--- config.mk ---
export PLATFORM = sky130hd
export DESIGN_NAME = alu_arbiter
export DESIGN_NICKNAME = d
export VERILOG_FILES = /design/src/rtl/alu_arbiter.sv
export SDC_FILE = /design/constraint.sdc
export NUM_CORES = 1
export LEC_CHECK = 0
export BUFFER_PORTS_ARGS = -buffer_cell sky130_fd_sc_hd__buf_4
export CAP_MARGIN = 20
export CORE_MARGIN = 2
export CORE_UTILIZATION = 50
export CTS_BUF_LIST = sky130_fd_sc_hd__clkbuf_8
export CTS_CLUSTER_DIAMETER = 150
export DETAILED_ROUTE_END_ITERATION = 10
export PLACE_DENSITY_LB_ADDON = 0.15
export SKIP_LAST_GASP = 1
export SYNTH_ARGS = -nofsm -noshare
export SYNTH_HDL_FRONTEND = slang
export SYNTH_SLANG_ARGS = --single-unit
--- constraint.sdc ---
create_clock -name clk -period 2.5 [get_ports clk]
set_clock_uncertainty 0.2 [all_clocks]
set_input_delay 0.5 -clock clk [delete_from_list [all_inputs] [get_ports clk]]
set_output_delay 0.5 -clock clk [all_outputs]
set_load 0.03 [all_outputs]
--- src/rtl/alu_arbiter.sv ---
// Round-robin front end that shares one combinational ALU between two requesters.
// Each accepted request takes three cycles: grant/execute, response, return to idle.
module alu_arbiter #(
   parameter int DWIDTH  = 16,
   parameter int OPW     = 4,
   parameter int NUM_OPS = 7
) (
   input  logic              clk,
   input  logic              rst_n,
   input  logic              req0,
   input  logic [OPW-1:0]    op0,
   input  logic [DWIDTH-1:0] a0,
   input  logic [DWIDTH-1:0] b0,
   output logic              gnt0,
   input  logic              req1,
   input  logic [OPW-1:0]    op1,
   input  logic [DWIDTH-1:0] a1,
   input  logic [DWIDTH-1:0] b1,
   output logic              gnt1,
   output logic [DWIDTH-1:0] alu_operand1,
   output logic [DWIDTH-1:0] alu_operand2,
   output logic [3:0]        alu_operation,
   input  logic [DWIDTH-1:0] alu_dout,
   input  logic              alu_nz,
   output logic              resp_valid,
   output logic              resp_id,
   output logic [DWIDTH-1:0] resp_data,
   output logic              resp_zero,
   output logic              resp_err,
   output logic              busy
);

   typedef enum logic [1:0] {
      IDLE = 2'd0,
      EXEC = 2'd1,
      RESP = 2'd2
   } state_t;

   state_t            state_q, state_d;
   logic              last_grant_q, last_grant_d;
   logic              win_id_q, win_id_d;
   logic [OPW-1:0]    op_q, op_d;
   logic [DWIDTH-1:0] a_q, a_d;
   logic [DWIDTH-1:0] b_q, b_d;
   logic              gnt0_q, gnt0_d;
   logic              gnt1_q, gnt1_d;
   logic              resp_valid_q, resp_valid_d;
   logic              resp_id_q, resp_id_d;
   logic [DWIDTH-1:0] resp_data_q, resp_data_d;
   logic              resp_zero_q, resp_zero_d;
   logic              resp_err_q, resp_err_d;

   logic any_req;
   logic winner;
   logic op_legal;

   // On a tie the requester that did not win last time gets the ALU.
   always_comb begin
      any_req = req0 | req1;
      if (req0 && req1) begin
         winner = ~last_grant_q;
      end else begin
         winner = req1;
      end
      op_legal = (op_q < OPW'(NUM_OPS));
   end

   always_ff @(posedge clk or negedge rst_n) begin
      if (!rst_n) begin
         state_q      <= IDLE;
         last_grant_q <= 1'b1;
         win_id_q     <= 1'b0;
         op_q         <= '0;
         a_q          <= '0;
         b_q          <= '0;
         gnt0_q       <= 1'b0;
         gnt1_q       <= 1'b0;
         resp_valid_q <= 1'b0;
         resp_id_q    <= 1'b0;
         resp_data_q  <= '0;
         resp_zero_q  <= 1'b0;
         resp_err_q   <= 1'b0;
      end else begin
         state_q      <= state_d;
         last_grant_q <= last_grant_d;
         win_id_q     <= win_id_d;
         op_q         <= op_d;
         a_q          <= a_d;
         b_q          <= b_d;
         gnt0_q       <= gnt0_d;
         gnt1_q       <= gnt1_d;
         resp_valid_q <= resp_valid_d;
         resp_id_q    <= resp_id_d;
         resp_data_q  <= resp_data_d;
         resp_zero_q  <= resp_zero_d;
         resp_err_q   <= resp_err_d;
      end
   end

   always_comb begin
      state_d = state_q;
      case (state_q)
         IDLE:    if (any_req) state_d = EXEC;
         EXEC:    state_d = RESP;
         RESP:    state_d = IDLE;
         default: state_d = IDLE;
      endcase
   end

   // Requests arriving in EXEC or RESP are left pending on the req lines.
   always_comb begin
      last_grant_d = last_grant_q;
      win_id_d     = win_id_q;
      op_d         = op_q;
      a_d          = a_q;
      b_d          = b_q;
      gnt0_d       = 1'b0;
      gnt1_d       = 1'b0;
      resp_valid_d = 1'b0;
      resp_id_d    = resp_id_q;
      resp_data_d  = resp_data_q;
      resp_zero_d  = resp_zero_q;
      resp_err_d   = resp_err_q;
      if (state_q == IDLE && any_req) begin
         win_id_d     = winner;
         last_grant_d = winner;
         op_d         = winner ? op1 : op0;
         a_d          = winner ? a1 : a0;
         b_d          = winner ? b1 : b0;
         gnt0_d       = ~winner;
         gnt1_d       = winner;
      end
      if (state_q == EXEC) begin
         resp_valid_d = 1'b1;
         resp_id_d    = win_id_q;
         if (op_legal) begin
            resp_data_d = alu_dout;
            resp_zero_d = ~alu_nz;
            resp_err_d  = 1'b0;
         end else begin
            resp_data_d = '0;
            resp_zero_d = 1'b0;
            resp_err_d  = 1'b1;
         end
      end
   end

   // Illegal opcodes are replaced by 0 so the ALU output is always driven.
   always_comb begin
      busy          = (state_q != IDLE);
      alu_operand1  = '0;
      alu_operand2  = '0;
      alu_operation = 4'b0000;
      if (state_q == EXEC) begin
         alu_operand1 = a_q;
         alu_operand2 = b_q;
         if (op_legal) begin
            alu_operation = 4'(op_q);
         end
      end
   end

   assign gnt0       = gnt0_q;
   assign gnt1       = gnt1_q;
   assign resp_valid = resp_valid_q;
   assign resp_id    = resp_id_q;
   assign resp_data  = resp_data_q;
   assign resp_zero  = resp_zero_q;
   assign resp_err   = resp_err_q;

endmodule

After elaboration in Yosys (flattened, before gate mapping):

Cells that the tools add are included.
Widths: inputs -> output; s select.

* bits in latches: 0
* memories kept: 0
* bits in read-only memories: 0
* output and inout port bits: 59
* RAM bits: 0
* flip-flop bits (word level): 62
* logic and storage cells: 40

* bitwise gates (word level): 4
* equality and inequality tests: 2
* $mul: 0
* reductions and logical operators: 4
* add/sub/neg operators: 0
* shift operators: 0
* div/mod/pow operators: 0
* order comparisons: 1
* mux-type cells: 16

Operator list (number)
* $mux 16: 5
* $mux 4: 3
* $mux 1: 6
* $lt 4x3->1 const B: 1
* $pmux 2 s2: 1
* $not 1->1: 3
* $eq 2x1->1 const B: 1
* $logic_and 1x1->1: 2
* $logic_not 2->1: 1
* $mux 2: 1
* $ne 2x2->1 const B: 1
* $reduce_bool 2->1: 1
* $or 1x1->1: 1

Depth between registers and ports, before layout:

* depth in word-level cells: 4
* gate-level depth with buffers: 5

Worst setup path after synthesis:

OpenSTA, ideal clock, no wires.

* path kind: flip-flop to output port
* from: register state_q[1]
* to: output alu_operation[0]
* setup slack: 0.512 ns
* arrival: 1.288 ns
* required time: 1.800 ns
* buffers on the path: 1
* stages on the path, launching flop included: 5
* cell sequence: dfrtp_1 > nand2b_4 > a311oi_2 > buf_4 > and2_1

* longest elaborated chain between the ends: 2

Ends and longest elaborated chain
* start: declaration: line 39 `state_t state_q, state_d;`
* start signal: assignment: line 84 `state_q <= state_d;`
* $eq 2x1->1: line 154 `if (state_q == EXEC) begin`
* $mux 4: line 154
* end: declaration: line 22 `output logic [3:0] alu_operation,`

Every way passes these cells.

Final worst setup path:

* from: register state_q[1]
* to: output alu_operation[1]

The elaborated chain is that of the path after synthesis.

==> metrics <==
initial antenna violation count=0; Seq/Total Area, Yosys=a little over half; Post-synth EDFFs=0; commonest non-fill, non-tap cell in the layout=buf_4; Yosys cell types=22; Static Leak=2.429 nW; Final Max Tran Viols=0; Post-Route WL=8.011 mm; Mapped Area=0.002932 mm2; Core ar.=0.005574 mm2; ant diodes=0; Hold Fails Final Rpt=0; Reg area=0.001553 mm2; largest area contributor in the netlist=dfrtp_1; Slew @ Worst Pin=762.4 ps; Sink Count=62; Die Width=between 80 and 90 um; fin cells=529; main area contributors after synthesis=dfrtp_1 (52%), o221ai_1 (11%), inv_1 (10%), and2_1 (7.5%), o21ai_0 (6.0%); Routability Congestion=~0.7; first drt pass iteration count=4; nets@finish=546; routed vias/inst=about 5.1; Worst setup SP type=register; top cell type's share of synthesized area=52.07%; vias in the first global route=2657; Final Cell Area=0.004360 mm2; status=finished clean; I/O pins=between 150 and 200; Placed Cells incl. Taps=514; CP required=1800 ps; root buffer cell=clkbuf_8; placed cell areas=0.004128 mm2; largest net degree at the start of global routing=63; height of the die=slightly above 80 um; layout cells sized above 1=between 30% and 40%; fmax=417.6 MHz; Total Neg Setup Slack=0 ps; mean area per synthesized cell=9.580 um2; first-pass GRT wire length=around 13 mm; filler instances=383; area delta synth->final=48.74%; Vias=roughly 2700; Overflow after GRT=0; gr usage total=25.94%; hold buffers post-CTS=0; Setup CP Type=reg2out; Syn Nets=399; final setup fails=0; data arrival time of the critical path=1690 ps; Worst-path clk slew=70 ps; Critical Path Fanout Max=21; ys flop type=dfrtp_1; DIE AREA=~0.0065 mm2; HPWL after DPL=5.696 mm; Routed WL per cell=15.14 um; initial core utilization=52.59%; Remaining DRCs=0; Crit. End Element=output port; starting DRC count in detailed routing=128; Synth Warn #=0; RSZ-0062 raised after global routing=no; Clock Latency Late Sink=around 330 ps; area of the multi-input gates=984.7 um2; final period utilization=95.80%; asr flop ratio synth=100.0%; Max Cap Viol=0; fin crit period=2395 ps; IO Port Bufs=150; worst vdd ir=0.0008536 V; Rel. slew slack=between 40% and 50%; cts bufs inserted=9; #FFs+latches synth=62; Antenna Nets Post-Route=0; Post-Syn Instances=approximately 310; Max clock buf depth=2; H-tree depth=3; Post-CTS Repair Setup Buffers=0; PwrDens=1215 mW/mm2; most frequent cells in the layout=buf_4 (157), inv_1 (78), dfrtp_1 (61); Row Count=27; Worst Hold Class=in2async; CTS tree=built
==> worst max-delay path, cell delays in order, from the launching register on <==
cell and delay [ps]:
dfrtp_1 390, nand2b_4 260, a311oi_4 350, and2_1 190, buf_4 160
==> sequential cells by signal (all words and copies together) (netlist names) <==
signal,cells
a_q,16
b_q,16
gnt0,1
gnt1,1
last_grant_q,1
op_q,4
resp_data,16
resp_err,1
resp_id,1
resp_valid,1
resp_zero,1
state_q,2
win_id_q,1
==> area by class of cell <==
cell class / instances / share of cell area, %
sequential: 62 / 35.61
multi-input combinational: 143 / 22.58
inverter: 78 / 6.714
clock buffer: 11 / 3.472
clock inverter: 4 / 1.607
timing repair buffer: 159 / 27.95
tap: 72 / 2.066
==> final timing paths <==
check / from / endpoint / slack, ps / cells past startpoint
worst max-delay path: state_q[1]$_DFFE_PN0P_ / alu_operation[1] / 110 / 4
worst min-delay path: rst_n / a_q[0]$_DFFE_PN0P_ / 40 / 1
worst max register to register: state_q[0]$_DFFE_PN0P_ / a_q[13]$_DFFE_PN0P_ / 590 / 5
worst min register to register: win_id_q$_DFFE_PN0P_ / resp_id$_DFFE_PN0P_ / 280 / 2
max in group asynchronous: rst_n / b_q[2]$_DFFE_PN0P_ / 1560 / 1
min in group clk: alu_dout[0] / resp_data[0]$_DFFE_PN0P_ / 180 / 2
==> what timing repair did <==
| action | in CTS | in global routing |
|---|---|---|
| pin swaps | 0 | 1 |
| endpoints found under the setup margin | 3 | 3 |
| gates cloned | 0 | 0 |
| gates resized for setup | 1 | 0 |
==> cells by family (layout without fill, tap and decap cells) <==
kind of cell / count (synthesis) / after routing / share of synthesized area [%]
compound gates: 92 / 92 / 22.83
simple gates: 50 / 50 / 10.16
buf+inv: 101 / 252 / 13.91
other cells: 1 / 1 / 0.1279
flops: 62 / 62 / 52.97
==> metrics by stage <==
step | utilization, % | power, mW | hold slack, ps | setup WS (ps)
global route | 78.23 | 5.613 | 98.87 | 25.86
finish | 78.23 | 5.299 | 38.14 | 105.1
detailed placement | 74.05 | 4.325 | 267.2 | 347.9
floorplan | - | 3.340 | 4.409 | 511.9
CTS | 78.23 | 5.328 | 60.13 | 34.92
global placement | 74.05 | 4.250 | 253.4 | 373.8
==> layer usage <==
metal | global-route usage (%) | routed length, um
met1 | 32.49 | 3287
met2 | 41.75 | 3967
met3 | 6.742 | 587
met4 | 12.54 | 169
met5 | 0 | 0
==> where the power goes <==
group	total (mW)	switching [mW]	internal [mW]
registers	1.71	0.242	1.47
logic	2.61	1.55	1.06
clock network	0.976	0.370	0.607
==> synthesized netlist by cell type (3+ instances only) <==
cell type	n
inv_1	78
dfrtp_1	61
o221ai_1	36
and2_1	35
o21ai_0	35
a22o_1	17
clkbuf_1	11
buf_2	7
nand2_1	6
nor2_1	4
buf_4	3
o21ai_1	3
Power figures use the tool's default switching activity.
